### src/rtl/vshadow_ctrl_if.sv
// CPU strobe/data bus and vertical-timebase outputs of the shadow-register controller.
// master drives writes and timing pulses; slave is the controller.
interface vshadow_ctrl_if;
  logic [7:0] WD;
  logic       STARTL, STARTH, ENDL, ENDH, INTL, INTH;
  logic       VCNTL, VCNTH;
  logic       NEXTV, HD1, DIAG;
  logic [8:0] ACT_START, ACT_END, ACT_INT;
  logic       VLDL;
  logic [8:0] VLDD;
  logic       COMMIT, PENDING;

  modport master (
    output WD, STARTL, STARTH, ENDL, ENDH, INTL, INTH, VCNTL, VCNTH, NEXTV, HD1, DIAG,
    input  ACT_START, ACT_END, ACT_INT, VLDL, VLDD, COMMIT, PENDING
  );

  modport slave (
    input  WD, STARTL, STARTH, ENDL, ENDH, INTL, INTH, VCNTL, VCNTH, NEXTV, HD1, DIAG,
    output ACT_START, ACT_END, ACT_INT, VLDL, VLDD, COMMIT, PENDING
  );
endinterface

### src/rtl/vshadow_ctrl.sv
// Double-buffered vertical compare registers committed at frame wrap, plus a deferred vertical-counter preload.
// NEXTV -> new ACT_* in 2 cycles; VLDL fires combinationally on the HD1 cycle; no backpressure, strobes always accepted.
module vshadow_ctrl (
  input logic           CLK,
  input logic           RESETL_0,
  vshadow_ctrl_if.slave bus
);

  localparam logic [1:0] ST_IDLE   = 2'd0;
  localparam logic [1:0] ST_ARMED  = 2'd1;
  localparam logic [1:0] ST_COMMIT = 2'd2;

  // index 0 = start, 1 = end, 2 = int
  localparam logic [2:0][8:0] RST_VAL = {9'h0FF, 9'h100, 9'h020};

  logic [1:0]      state_q, state_d;
  logic [2:0][8:0] stg_q, stg_d;
  logic [2:0][8:0] act_q, act_d;
  logic [2:0]      arm_q, arm_d;
  logic [2:0]      wr_lo, wr_hi;
  logic [8:0]      pre_q, pre_d;
  logic [8:0]      vldd_q, vldd_d;
  logic            pend_q, pend_d;
  logic            in_commit, go, fire;

  assign wr_lo     = {bus.INTL, bus.ENDL, bus.STARTL};
  assign wr_hi     = {bus.INTH, bus.ENDH, bus.STARTH};
  assign in_commit = (state_q == ST_COMMIT);
  assign go        = bus.NEXTV | bus.DIAG;
  // Gated by reset so a reset cycle never emits a load strobe.
  assign fire      = RESETL_0 & pend_q & (bus.HD1 | bus.DIAG);

  always_comb begin
    stg_d = stg_q;
    act_d = act_q;
    arm_d = arm_q;
    for (int i = 0; i < 3; i++) begin
      if (in_commit && arm_q[i]) begin
        act_d[i] = stg_q[i];
        arm_d[i] = 1'b0;
      end
      if (wr_lo[i]) stg_d[i][7:0] = bus.WD;
      // A high write in the commit cycle re-arms for the following frame.
      if (wr_hi[i]) begin
        stg_d[i][8] = bus.WD[0];
        arm_d[i]    = 1'b1;
      end
    end
  end

  always_comb begin
    state_d = state_q;
    case (state_q)
      ST_IDLE: begin
        // Arming coincident with the wrap commits at that same wrap.
        if (|arm_d) state_d = go ? ST_COMMIT : ST_ARMED;
      end
      ST_ARMED: begin
        if (go) state_d = ST_COMMIT;
      end
      ST_COMMIT: begin
        state_d = (|arm_d) ? ST_ARMED : ST_IDLE;
      end
      default: state_d = ST_IDLE;
    endcase
  end

  always_comb begin
    pre_d  = pre_q;
    vldd_d = vldd_q;
    pend_d = pend_q;
    if (fire) begin
      vldd_d = pre_q;
      pend_d = 1'b0;
    end
    if (bus.VCNTH) pre_d[8] = bus.WD[0];
    if (bus.VCNTL) begin
      pre_d[7:0] = bus.WD;
      pend_d     = 1'b1;
    end
  end

  always_ff @(posedge CLK) begin
    if (!RESETL_0) begin
      state_q <= ST_IDLE;
      stg_q   <= RST_VAL;
      act_q   <= RST_VAL;
      arm_q   <= 3'b000;
      pre_q   <= 9'h000;
      vldd_q  <= 9'h000;
      pend_q  <= 1'b0;
    end else begin
      state_q <= state_d;
      stg_q   <= stg_d;
      act_q   <= act_d;
      arm_q   <= arm_d;
      pre_q   <= pre_d;
      vldd_q  <= vldd_d;
      pend_q  <= pend_d;
    end
  end

  assign bus.ACT_START = act_q[0];
  assign bus.ACT_END   = act_q[1];
  assign bus.ACT_INT   = act_q[2];
  assign bus.VLDL      = ~fire;
  assign bus.VLDD      = fire ? pre_q : vldd_q;
  assign bus.COMMIT    = in_commit & RESETL_0;
  assign bus.PENDING   = |arm_q;

endmodule

### src/flat_wrapper.sv
// flat-port wrapper written by rule: the top's interface ports become plain ports
module vshadow_ctrl_flat 
  (CLK, RESETL_0, bus_WD, bus_STARTL, bus_STARTH, bus_ENDL, bus_ENDH, bus_INTL, bus_INTH, bus_VCNTL, bus_VCNTH, bus_NEXTV, bus_HD1, bus_DIAG, bus_ACT_START, bus_ACT_END, bus_ACT_INT, bus_VLDL, bus_VLDD, bus_COMMIT, bus_PENDING);
  vshadow_ctrl_if bus_i ();
  input logic CLK;
  input logic RESETL_0;
  input wire logic [$bits(bus_i.WD)-1:0] bus_WD;
  input wire logic [$bits(bus_i.STARTL)-1:0] bus_STARTL;
  input wire logic [$bits(bus_i.STARTH)-1:0] bus_STARTH;
  input wire logic [$bits(bus_i.ENDL)-1:0] bus_ENDL;
  input wire logic [$bits(bus_i.ENDH)-1:0] bus_ENDH;
  input wire logic [$bits(bus_i.INTL)-1:0] bus_INTL;
  input wire logic [$bits(bus_i.INTH)-1:0] bus_INTH;
  input wire logic [$bits(bus_i.VCNTL)-1:0] bus_VCNTL;
  input wire logic [$bits(bus_i.VCNTH)-1:0] bus_VCNTH;
  input wire logic [$bits(bus_i.NEXTV)-1:0] bus_NEXTV;
  input wire logic [$bits(bus_i.HD1)-1:0] bus_HD1;
  input wire logic [$bits(bus_i.DIAG)-1:0] bus_DIAG;
  output wire logic [$bits(bus_i.ACT_START)-1:0] bus_ACT_START;
  output wire logic [$bits(bus_i.ACT_END)-1:0] bus_ACT_END;
  output wire logic [$bits(bus_i.ACT_INT)-1:0] bus_ACT_INT;
  output wire logic [$bits(bus_i.VLDL)-1:0] bus_VLDL;
  output wire logic [$bits(bus_i.VLDD)-1:0] bus_VLDD;
  output wire logic [$bits(bus_i.COMMIT)-1:0] bus_COMMIT;
  output wire logic [$bits(bus_i.PENDING)-1:0] bus_PENDING;
  assign bus_i.WD = bus_WD;
  assign bus_i.STARTL = bus_STARTL;
  assign bus_i.STARTH = bus_STARTH;
  assign bus_i.ENDL = bus_ENDL;
  assign bus_i.ENDH = bus_ENDH;
  assign bus_i.INTL = bus_INTL;
  assign bus_i.INTH = bus_INTH;
  assign bus_i.VCNTL = bus_VCNTL;
  assign bus_i.VCNTH = bus_VCNTH;
  assign bus_i.NEXTV = bus_NEXTV;
  assign bus_i.HD1 = bus_HD1;
  assign bus_i.DIAG = bus_DIAG;
  assign bus_ACT_START = bus_i.ACT_START;
  assign bus_ACT_END = bus_i.ACT_END;
  assign bus_ACT_INT = bus_i.ACT_INT;
  assign bus_VLDL = bus_i.VLDL;
  assign bus_VLDD = bus_i.VLDD;
  assign bus_COMMIT = bus_i.COMMIT;
  assign bus_PENDING = bus_i.PENDING;
  vshadow_ctrl u_core (.CLK(CLK), .RESETL_0(RESETL_0), .bus(bus_i));
endmodule
### config.mk
export PLATFORM = sky130hd
export DESIGN_NAME = vshadow_ctrl_flat
export DESIGN_NICKNAME = d
export VERILOG_FILES = /design/src/rtl/vshadow_ctrl_if.sv /design/src/rtl/vshadow_ctrl.sv /design/src/flat_wrapper.sv
export SDC_FILE = /design/constraint.sdc
export NUM_CORES = 1
export LEC_CHECK = 0
export CORE_MARGIN = 4
export CORE_UTILIZATION = 30
export CTS_CLUSTER_SIZE = 20
export DETAILED_ROUTE_END_ITERATION = 8
export HOLD_SLACK_MARGIN = 0.05
export MAX_ROUTING_LAYER = met4
export PLACE_DENSITY = 0.49
export RECOVER_POWER = 50
export REMOVE_ABC_BUFFERS = 1
export SLEW_MARGIN = 40
export SYNTH_ARGS = -nofsm -noshare
export SYNTH_HDL_FRONTEND = slang
export SYNTH_SLANG_ARGS = --single-unit
### constraint.sdc
create_clock -name CLK -period 2.3 [get_ports CLK]
set_input_delay 0.46 -clock CLK [delete_from_list [all_inputs] [get_ports CLK]]
set_output_delay 0.46 -clock CLK [all_outputs]
set_load 0.01 [all_outputs]
# Yosys cells after proc, flatten, opt, wreduce, memory -nomap -nowiden
# Cells that the tools add are included.
[totals]
out_inout_bits = 39
in_bits = 21
register_bits = 78
wordCells = 47
[classes]
eq_ne = 4
muxes = 14
n_bitwise = 6
n_reduce_logical = 8
[ops]
columns = ["cell", "count"]
rows = [
  ["1-bit 2-to-1 mux", 9],
  ["9-bit 2-to-1 mux", 1],
  ["2-bit 2-to-1 mux", 3],
  ["2-bit one-hot mux with 3 select lines", 1],
  ["3-bit OR reduction", 2],
  ["2-bit by 1-bit inequality test with 1-bit output, second input constant", 2],
  ["1-bit bitwise AND", 3],
  ["1-bit logical AND", 3],
  ["2-bit by 1-bit == test with 1-bit output, second input constant", 1],
  ["2-bit == test, second input constant", 1],
  ["2-bit zero test", 1],
  ["1-bit OR", 2],
  ["2-bit AND reduction", 1],
  ["2-bit nonzero test", 1],
  ["1-bit NOT", 1],
]

# Logic depth before layout (Yosys ltp)
[logic_depth]
ltp_word = 7
depth_mapped = 4
depth_no_buf = 3

# Least setup slack after synthesis
# Ideal clock, no wire load.
[synth_timing]
path_kind = "input to output"
start = "input port bus_DIAG"
end = "output port bus_VLDD[0]"
arrival_ns = 1.301
stages = 2
setup_slack_ns = 0.539
path_cell_list = "o211ai_2 > mux2_2"
[synth_via]
elab_chain_len = 3
[synth_lines]
columns = ["element", "line", "rtl"]
rows = [
  ["start: declaration", "flat_wrapper.sv:18", "input wire logic [$bits(bus_i.DIAG)-1:0] bus_DIAG;"],
  ["1-bit OR", "vshadow_ctrl.sv:31", "assign fire = RESETL_0 & pend_q & (bus.HD1 | bus.DIAG);"],
  ["1-bit bitwise AND", "vshadow_ctrl.sv:31", ""],
  ["9-bit 2-to-1 mux", "vshadow_ctrl.sv:107", "assign bus.VLDD = fire ? pre_q : vldd_q;"],
  ["end: declaration", "flat_wrapper.sv:23", "output wire logic [$bits(bus_i.VLDD)-1:0] bus_VLDD;"],
]
# No other way between the ends.

# Worst setup path in the final report
[layout_timing]
start = "input port bus_DIAG"
end = "output port bus_VLDD[1]"
# The elaborated chain is that of the path after synthesis.

==> flow_summary.yaml <==
run_status:
  status: "finished clean"
route:
  vias_per_cell: 4.49
  routedWlPerCell_um: 15.0
  antenna_left: 0
  firstDrtPassIters: 4
  drc: 0
  dr.first_iter.drc_count: 33
  vias: 2026
  wl_mm: 6.77
sta:
  worstMarginPinSlew_ns: 1.02
  drv_slew: 0
  finalSetupViolCount: 0
  slew_headroom: 0.318
  fmax_mhz: 455
  rsz0062_at_grt: "false"
  hold_viol: 0
  fin_crit_sh: 0.956
  period_needed_ns: 2.20
  fin_skew_ns: 0.0124
critical_path:
  worstSetupPathType: "input port to output pin"
  arrival_ns: 1.74
  end_kind: "output pin"
  rr_worst_depth: 3
  crit_fanout: 5
  worstPathRequired_ns: 1.84
  cp-start-kind: "input port"
synthesis:
  synthesis.area_mm2: 0.00281
  ys_ff_latch: 78
  ys_warn_count: 0
  ys_types: 21
  synthCells: 272
  syn_avg_cell_area_um2: 10.3
  ys_seq_area_frac: 0.556
cells_and_area:
  fin_cells: 451
  fill_cells: 969
  drive_above_1_share: 0.129
  antenna_cells: 0
  fin_nets: 356
  area_growth_pct: 31.6
place:
  dp_hpwl_mm: 4.48
  gp_congestion: 0.694
  dp.cells: 432
  port-buffer-count: 59
global_route:
  grt-ovfl-total: 0
  antenna_found_initial: 0
  grt_start_max_net_pins: 49
  grt_pass1_wl_mm: 11.2
  track_usage: 0.135
  grt_pass1_vias: 2092
min_path:
  hold_depth: 2
  hp-class: "flip-flop to flip-flop"
clocking:
  cts_buffers: 9
  htree_levels: 3
  cts_buffer_depth: 2
  path_clk_slew_ns: 0.08
  cts_tree: "done"
  root_buffer: "clkbuf_8"
  clock-sinks: 78
  clk_latency_ns: 0.34
  hold_buffers: 0
power_and_ir_drop:
  report.power.total_uw: 2650
  power_leakage_uw: 0.00172
  vdd_ir_drop_max_v: 0.000313
  power_density_mw_per_mm2: 717
die:
  core-area_mm2: 0.00920
  dieArea_mm2: 0.0110
  num_io_pins: 60
  row_count: 35
  initial_core_util: 0.305
  die_width_um: 105
  dieHeight_um: 105
flow_run:
  drv_cap: 0
-- cells in the mapped netlist --
master     count  share of area
a2111oi_4      1         0.0098
a21oi_1        5         0.0089
and2_1         9          0.020
and3b_1        1         0.0031
buf_1          1         0.0013
buf_2          2         0.0036
clkbuf_1      13          0.017
dfxtp_1       78           0.56
inv_1          2         0.0027
mux2_2         9          0.036
mux2i_1       54           0.19
nand2_1       30          0.040
nand3_1        9          0.016
nand3b_1       3         0.0080
nor2_1        49          0.065
nor4_1         1         0.0022
o211ai_2       1         0.0045
o2bb2ai_1      1         0.0031
or2b_2         1         0.0031
or3_1          1         0.0022
or4_4          1         0.0040
-- registers in the layout, summed over array words and instances, names as in the netlist --
| signal | count |
|---|---|
| u_core.arm_q | 3 |
| u_core.bus.ACT_END | 9 |
| u_core.bus.ACT_INT | 9 |
| u_core.bus.ACT_START | 9 |
| u_core.pend_q | 1 |
| u_core.pre_q | 9 |
| u_core.state_q | 2 |
| u_core.stg_q | 27 |
| u_core.vldd_q | 9 |
-- cell usage in the layout (no fill, tap or decap), types with 3 or more instances in the layout --
cell	synthesis	routed
mux2i_1	54	54
dfxtp_1	78	77
dlygate4sd2_1	0	5
nand3_1	9	9
nor2_1	49	49
and2_1	9	9
a21oi_1	5	5
clkbuf_8	0	11
buf_2	2	6
dlygate4sd3_1	0	3
clkdlybuf4s50_1	0	42
buf_4	0	3
nand3b_1	3	3
nand2_1	30	30
mux2_2	9	7
clkbuf_4	0	4
clkinv_2	0	3
-- power breakdown --
part           internal, uW  switching, uW  total, uW
clock network           451            490        941
logic                   132            132        264
registers              1410           36.3       1450
-- layout make-up --
| type | instances | area, um^2 | share of cell area |
|---|---|---|---|
| well taps | 111 | 139 | 0.0376 |
| clock inverters | 5 | 32.5 | 0.00880 |
| inverters | 2 | 7.51 | 0.00203 |
| repair buffers | 68 | 627 | 0.170 |
| multi-input cells | 176 | 1180 | 0.318 |
| flip-flops and latches | 78 | 1560 | 0.423 |
| clock buffers | 11 | 151 | 0.0409 |
-- worst max-delay path, cell delays in order --
cell and delay (ns):
dlygate4sd2_1 0.28, o211ai_2 0.21, buf_6 0.15, mux2_1 0.34, dlygate4sd2_1 0.30
-- final timing paths --
| path | start | end | slack (ns) |
|---|---|---|---|
| hold reg to reg | u_core.bus.ACT_INT[8] | u_core.bus.ACT_INT[8] | 0.46 |
| setup reg to reg | u_core.arm_q[0] | u_core.bus.ACT_START[0] | 0.85 |
| setup / recovery | bus_DIAG | bus_VLDD[1] | 0.10 |
| hold / removal | u_core.bus.ACT_INT[8] | u_core.bus.ACT_INT[8] | 0.46 |
-- cell families after synthesis --
family | share of synthesized area
AND/OR/NAND/NOR | 0.164
multiplexers | 0.229
flip-flops | 0.556
buffers and inverters | 0.0249
AO/OA/AOI/OAI | 0.0263
-- repair_timing --
item,CTS,global route
buffers inserted,3,0
resized for setup,36,1
endpoints found under the hold margin,0,0
pin swaps,1,0
endpoints found under the setup margin,11,1
-- through the flow --
stage                     area [um^2]  utilization  TNS (ns)  worst slack [ns]  hold slack (ns)
final                            3700        0.402         0             0.100            0.459
after global routing             3700        0.402         0            0.0256            0.492
after CTS                        3700        0.402         0            0.0399            0.461
after detailed placement         3520        0.383     -3.27            -0.370            0.449
after global placement           3520        0.383     -3.48            -0.377            0.445
after floorplan                  2750            -         0             0.460            0.431
-- layer usage --
layer,global-route usage,up-vias,part of all wire,routed length (um)
li1,-,1030,-,-
met1,0.169,949,0.51,3420
met2,0.211,43,0.45,3020
met3,0.0469,4,0.040,268
met4,0.0337,0,0.0075,51
met5,-,-,0,0
(Power assumes the default switching activity.)
